$ cat config.mk
export PLATFORM = sky130hd
export DESIGN_NAME = seq_nr_divider
export DESIGN_NICKNAME = d
export VERILOG_FILES = /design/src/rtl/cpu_arith_pkg.sv /design/src/rtl/nr_div_step.sv /design/src/rtl/seq_nr_divider.sv
export SDC_FILE = /design/constraint.sdc
export NUM_CORES = 1
export LEC_CHECK = 0
export ABC_AREA = 1
export CAP_MARGIN = 20
export CORE_MARGIN = 2
export CORE_UTILIZATION = 55
export CTS_BUF_LIST = sky130_fd_sc_hd__clkbuf_16
export DETAILED_ROUTE_END_ITERATION = 6
export PLACE_DENSITY = 0.79
export SLEW_MARGIN = 40
export SYNTH_ARGS = -nofsm -noshare
export SYNTH_HDL_FRONTEND = slang
export SYNTH_SLANG_ARGS = --single-unit
$ cat constraint.sdc
create_clock -name clock -period 4.4 [get_ports clock]
set_clock_uncertainty 0.1 [all_clocks]
set_input_delay 0.44 -clock clock [delete_from_list [all_inputs] [get_ports clock]]
set_output_delay 0.44 -clock clock [all_outputs]
set_load 0.01 [all_outputs]
$ cat src/rtl/cpu_arith_pkg.sv
// Shared arithmetic definitions: divider FSM states, default width and the
// magnitude helper used by the sequential divider.
package cpu_arith_pkg;

  localparam int unsigned DIV_W_DEFAULT = 32;

  // Widest operand abs_w can handle; callers sign-extend into this width.
  localparam int unsigned ABS_MAX_W = 64;

  typedef enum logic [2:0] {
    IDLE,
    PREP,
    ITER,
    FIX,
    DONE
  } div_state_t;

  // Two's-complement magnitude of a sign-extended value. The magnitude of the
  // most negative WIDTH-bit value is still exact in the low WIDTH bits.
  function automatic logic [ABS_MAX_W-1:0] abs_w(input logic [ABS_MAX_W-1:0] val);
    return val[ABS_MAX_W-1] ? (~val + 1'b1) : val;
  endfunction

endpackage

$ cat src/rtl/nr_div_step.sv
// One non-restoring division iteration: shift the partial remainder left,
// bring in the next dividend bit, then subtract or add the divisor magnitude
// depending on the sign of the old partial remainder.
module nr_div_step #(
  parameter int unsigned WIDTH = 32
) (
  input  logic [WIDTH:0]   p_cur,
  input  logic             dvd_bit,
  input  logic [WIDTH-1:0] dvs,
  output logic [WIDTH:0]   p_next,
  output logic             q_bit
);

  logic [WIDTH:0] shifted;

  // Arithmetic is modulo 2^(WIDTH+1); the true result always fits that range.
  always_comb begin
    shifted = {p_cur[WIDTH-1:0], dvd_bit};
    if (!p_cur[WIDTH]) begin
      p_next = shifted - {1'b0, dvs};
    end else begin
      p_next = shifted + {1'b0, dvs};
    end
    q_bit = ~p_next[WIDTH];
  end

endmodule

$ cat src/rtl/seq_nr_divider.sv
// Sequential non-restoring divider, one quotient bit per clock, with
// run-time signed/unsigned mode and valid/ready handshakes on both sides.
// Optional feature: define SEQ_DIV_ZERO_TRAP_EN to add the div_zero output
// and return all-ones / dividend on a zero divisor instead of 0 / 0.
module seq_nr_divider
  import cpu_arith_pkg::*;
#(
  parameter int unsigned WIDTH = DIV_W_DEFAULT
) (
  input  logic             clock,
  input  logic             clear_n,
  input  logic             in_valid,
  output logic             in_ready,
  input  logic             is_signed,
  input  logic [WIDTH-1:0] dividend,
  input  logic [WIDTH-1:0] divisor,
  output logic             out_valid,
  input  logic             out_ready,
  output logic [WIDTH-1:0] quotient,
  output logic [WIDTH-1:0] remainder,
`ifdef SEQ_DIV_ZERO_TRAP_EN
  output logic             div_zero,
`endif
  output logic             busy
);

  localparam int unsigned CNT_W = $clog2(WIDTH + 1);

  div_state_t state_q, state_d;

  logic [WIDTH-1:0] dvd_q;      // raw dividend, then its magnitude shifted out MSB first
  logic [WIDTH-1:0] dvs_q;      // raw divisor, then its magnitude
  logic             signed_q;
  logic             neg_quo_q;
  logic             neg_rem_q;
  logic [WIDTH:0]   p_q;        // signed partial remainder
  logic [WIDTH-1:0] q_q;
  logic [CNT_W-1:0] cnt_q;
  logic [WIDTH-1:0] quo_q;
  logic [WIDTH-1:0] rem_q;
`ifdef SEQ_DIV_ZERO_TRAP_EN
  logic             dz_q;
`endif

  logic [ABS_MAX_W-1:0] dvd_abs;
  logic [ABS_MAX_W-1:0] dvs_abs;
  logic [WIDTH-1:0]     dvd_mag;
  logic [WIDTH-1:0]     dvs_mag;
  logic [WIDTH:0]       p_next;
  logic                 q_bit;
  logic [WIDTH-1:0]     rem_fix;
  logic                 unused_abs;

  nr_div_step #(
    .WIDTH (WIDTH)
  ) u_step (
    .p_cur   (p_q),
    .dvd_bit (dvd_q[WIDTH-1]),
    .dvs     (dvs_q),
    .p_next  (p_next),
    .q_bit   (q_bit)
  );

  // Operand magnitudes for PREP and the final remainder correction for FIX.
  always_comb begin
    dvd_abs = abs_w(ABS_MAX_W'($signed(dvd_q)));
    dvs_abs = abs_w(ABS_MAX_W'($signed(dvs_q)));
    dvd_mag = signed_q ? dvd_abs[WIDTH-1:0] : dvd_q;
    dvs_mag = signed_q ? dvs_abs[WIDTH-1:0] : dvs_q;
    rem_fix = p_q[WIDTH] ? (p_q[WIDTH-1:0] + dvs_q) : p_q[WIDTH-1:0];
  end

  // Upper helper bits are only meaningful for WIDTH = ABS_MAX_W.
  assign unused_abs = ^{dvd_abs, dvs_abs};

  // State register.
  always_ff @(posedge clock or negedge clear_n) begin
    if (!clear_n) begin
      state_q <= IDLE;
    end else begin
      state_q <= state_d;
    end
  end

  // Next-state and handshake outputs.
  always_comb begin
    state_d   = state_q;
    in_ready  = 1'b0;
    out_valid = 1'b0;
    busy      = 1'b1;
    unique case (state_q)
      IDLE: begin
        in_ready = 1'b1;
        busy     = 1'b0;
        if (in_valid) begin
          state_d = (divisor == '0) ? DONE : PREP;
        end
      end
      PREP: state_d = ITER;
      ITER: begin
        if (cnt_q == '0) begin
          state_d = FIX;
        end
      end
      FIX:  state_d = DONE;
      DONE: begin
        out_valid = 1'b1;
        if (out_ready) begin
          state_d = IDLE;
        end
      end
      default: state_d = IDLE;
    endcase
  end

  // Datapath registers, advanced according to the current state.
  always_ff @(posedge clock or negedge clear_n) begin
    if (!clear_n) begin
      dvd_q     <= '0;
      dvs_q     <= '0;
      signed_q  <= 1'b0;
      neg_quo_q <= 1'b0;
      neg_rem_q <= 1'b0;
      p_q       <= '0;
      q_q       <= '0;
      cnt_q     <= '0;
      quo_q     <= '0;
      rem_q     <= '0;
`ifdef SEQ_DIV_ZERO_TRAP_EN
      dz_q      <= 1'b0;
`endif
    end else begin
      unique case (state_q)
        IDLE: begin
          if (in_valid) begin
            dvd_q    <= dividend;
            dvs_q    <= divisor;
            signed_q <= is_signed;
`ifdef SEQ_DIV_ZERO_TRAP_EN
            dz_q     <= (divisor == '0);
            if (divisor == '0) begin
              quo_q <= '1;
              rem_q <= dividend;
            end
`else
            if (divisor == '0) begin
              quo_q <= '0;
              rem_q <= '0;
            end
`endif
          end
        end
        PREP: begin
          dvd_q     <= dvd_mag;
          dvs_q     <= dvs_mag;
          neg_quo_q <= signed_q & (dvd_q[WIDTH-1] ^ dvs_q[WIDTH-1]);
          neg_rem_q <= signed_q & dvd_q[WIDTH-1];
          p_q       <= '0;
          q_q       <= '0;
          cnt_q     <= CNT_W'(WIDTH - 1);
        end
        ITER: begin
          p_q   <= p_next;
          q_q   <= {q_q[WIDTH-2:0], q_bit};
          dvd_q <= {dvd_q[WIDTH-2:0], 1'b0};
          if (cnt_q != '0) begin
            cnt_q <= cnt_q - 1'b1;
          end
        end
        FIX: begin
          quo_q <= neg_quo_q ? (~q_q + 1'b1) : q_q;
          rem_q <= neg_rem_q ? (~rem_fix + 1'b1) : rem_fix;
        end
        default: ;
      endcase
    end
  end

  assign quotient  = quo_q;
  assign remainder = rem_q;
`ifdef SEQ_DIV_ZERO_TRAP_EN
  assign div_zero  = dz_q;
`endif

endmodule

==> metrics <==
status=completed; register area share after synthesis=31.49%; Final Total Pwr=~17 mW; Die Area=31,020 um^2; number of cells on the worst hold path=2; Least-Margin Pin Slew=roughly 850 ps; # IOs=around 140; post-detailed-placement half-perimeter wirelength=about 38 mm; CP startpoint kind=flip-flop; setup violators final=0; Hold Path Class=reg2reg; number of synthesized flops with an enable pin=0; Internal Power=about 7.7 mW; Syn Std Cell Area=~16,000 um^2; Via density=about 5.7; Psw=roughly 9.1 mW; vias in the first global route=around 16k; global route overflow=0; # port buffers=about 140; first-pass GRT wire length=approximately 81 mm; fin crit share=92.94%; total inserted antenna cells=0; static leakage=between 9 and 10 nW; Max stage delay on crit path=around 430 ps; Routed Antenna Nets=0; post-synth top area share=around a third; clock-pin slew on the worst setup and hold paths=60 ps; Pre-antenna DRT Iters=6; H-tree depth=1; die width=between 150 and 200 um; Slew Viols, Final=0; share of post-route cells with drive strength above 1=7.399%; Setup TNS Final=0 ps; Avg Cell Area, Syn=6.596 um^2; fillcell total=about 2.7k; fmax=approximately 240 MHz; clk root buf=clkbuf_16; crit path kind=reg2reg; required time of the critical path=4700 ps; power share of the combinational group=roughly 66%; final wirelength=about 50 mm; via count=17.14k; Netlist cell types=63; initial antenna violation count=0; reg2reg end=p_q[30]$_DFFE_PN0N_; FF-to-FF Start=dvs_q[1]$_DFFE_PN0P_; initial drt markers=roughly 1.5k; largest net degree at the start of global routing=96; # nets final=2,720; area grow syn2layout=16.10%; Finished Layout Cells=roughly 3.0k; RSZ-0062 raised after global routing=yes; Placed Cells=between 2k and 3k; FFs w/ async S/R, synth=between 90% and 100%; Num CTS Buffers=25; GRT Resource Usage Total=about 32%; TritonCTS Sinks=a little over 200; Sw Ratio=roughly 54%; crit-path max FO=5; reg-to-reg setup timing slack=between 300 and 400 ps; max-capacitance violation count=0; crit end category=flip-flop; worst hold endpoint=quotient[13]$_DFFE_PN0P_; starting density of the core=between 50% and 60%; CTS tree=yes; synthesis warning total=0; normalized max-slew margin=a little over two fifths; delay-heaviest family, CP=simple AND/OR/NAND/NOR gates; CP Data Arrival Time=4390 ps; clock share of power=about an eighth; Max Root-Sink Buffers=3; P per Cell Area=a little under 900 nW/um^2; hold_sp=quotient[13]$_DFFE_PN0P_; Max IR drop VDD=roughly 0.0005 V; post-layout minimum cycle time=between 4000 and 5000 ps; Reg power frac=21.4%; FF+latch count, synth=205; dominant synthesized flop cell=dfrtp_1; post-synthesis cell count=approximately 2.5k; Hold Fails Final Rpt=0; worst path buffer plus inverter count=2; die height=about 180 um; R2R depth=25; total core area=29,400 um^2; GP Congestion=0.9693; Fin Hold WS=~370 ps; number of setup buffers added after CTS=0; largest area contributor in the netlist=dfrtp_1; row cnt=63; Post-Syn Nets=2,611; routed length per placed instance=~17 um; most frequent CP cell=nand3_1; ranking of synthesized cells by area=dfrtp_1, nand2_1, inv_1; slowest CP cell=dfrtp_1; Worst-Skew Late Latency=roughly 530 ps; residual DRC count=0
## repair_timing
action	CTS	global route
gates resized for setup	0	19
hold buffers	1	0
setup endpoints to repair	0	8
hold endpoints to repair	73	0
## Yosys cell counts, drive strengths merged, types with 22 or more instances
cell    count
xor2       22
buf        25
nor4       24
inv       348
nor2      208
nand2     700
ha         70
nor3       39
o21ai     198
clkbuf     54
nand3     202
o22ai      45
dfrtp     205
a22oi      32
nand4      32
a21oi     150
## kinds of logic (layout without fill, tap and decap cells)
kind of cell | count (synthesis) | after routing | share of synthesized area [%]
fa+ha+maj | 72 | 72 | 5.621
simple gates | 1236 | 1236 | 33.34
flops | 205 | 205 | 31.49
xor+xnor | 29 | 29 | 1.559
buf+inv | 430 | 555 | 10.14
compound gates | 498 | 498 | 17.85
## worst reg2reg max path, delay by kind of cell, from the launching register on
family                     cells  cell delay, ps
and+or+nand+nor               17            2390
AOI/OAI and AO/OA              5             460
DFF                            1             430
adders and majority gates      1             380
buffers and inverters          2             190
## worst max path at each step
stage | startpoint | endpoint | slack, ps | depth (start not counted)
2_1_floorplan | dvs_q[1]$_DFFE_PN0P_ | p_q[30]$_DFFE_PN0N_ | 790 | 25
3_3_place_gp | dvs_q[1]$_DFFE_PN0P_ | p_q[30]$_DFFE_PN0N_ | 390 | 25
3_5_place_dp | dvs_q[1]$_DFFE_PN0P_ | p_q[32]$_DFFE_PN0N_ | 260 | 21
4_1_cts | dvs_q[1]$_DFFE_PN0P_ | q_q[0]$_DFFE_PN0N_ | 210 | 22
5_1_grt | dvs_q[1]$_DFFE_PN0P_ | p_q[30]$_DFFE_PN0N_ | -10 | 25
6_report | dvs_q[1]$_DFFE_PN0P_ | p_q[30]$_DFFE_PN0N_ | 310 | 25
## per-layer routing
| metal | GRT usage, % | wire length (um) | part of all wire, % | up-vias |
|---|---|---|---|---|
| met4 | 7.782 | 1267 | 2.5 | 0 |
| met2 | 50.03 | 21770 | 44 | 756 |
| met5 | 0 | 0 | 0 | - |
| met3 | 3.984 | 3885 | 7.8 | 87 |
| li1 | - | - | - | 8426 |
| met1 | 47.21 | 22900 | 46 | 7874 |
## final cells by class
cell class,count,area (um^2),share of cell area (%)
clock buffer,25,625.6,3.307
clock inverter,18,182.7,0.9657
inverter,351,1325,7.004
multi-input combinational,1835,9599,50.74
sequential,205,5131,27.12
tap,390,488.0,2.580
timing repair buffer,161,1565,8.274
## power groups by stage
stage / clock network [mW] / registers [mW] / logic, mW
after detailed placement: 0 / 3.56 / 10.8
final: 2.09 / 3.58 / 11.1
after global placement: 0 / 3.54 / 10.6
after CTS: 2.10 / 3.53 / 10.9
after floorplan: 0 / 3.32 / 7.93
after global routing: 2.18 / 3.67 / 12.5
## sequential cells by signal, indices dropped and copies added, names as in the netlist
signal,count
cnt_q,6
dvd_q,32
dvs_q,32
neg_quo_q,1
neg_rem_q,1
p_q,33
q_q,32
quotient,32
remainder,32
signed_q,1
state_q,3
## cell usage in the layout (no fill, tap or decap), drive strengths merged, types with 4 or more instances in the layout
cell	count
a21o	4
a21oi	150
a221oi	19
a22oi	32
a31oi	5
a32o	8
a41oi	7
buf	25
bufinv	4
clkbuf	26
clkdlybuf4s50	134
clkinv	13
dfrtp	205
ha	70
inv	352
nand2	700
nand3	202
nand3b	7
nand4	32
nor2	208
nor3	39
nor4	24
o21a	4
o21ai	198
o21bai	9
o22ai	45
o31ai	6
or2	19
xnor2	7
xor2	22
## through the flow
step / setup slack (ps) / instance area (um^2) / utilization, %
6_report: 310.8 / 18920 / 64.34
5_1_grt: -14.41 / 18920 / 64.34
4_1_cts: 209.9 / 18840 / 64.07
3_5_place_dp: 256.5 / 18020 / 61.29
3_3_place_gp: 395.0 / 18020 / 61.28
2_1_floorplan: 789.5 / 16290 / -
Note: power is estimated with default switching activity, not from simulation.
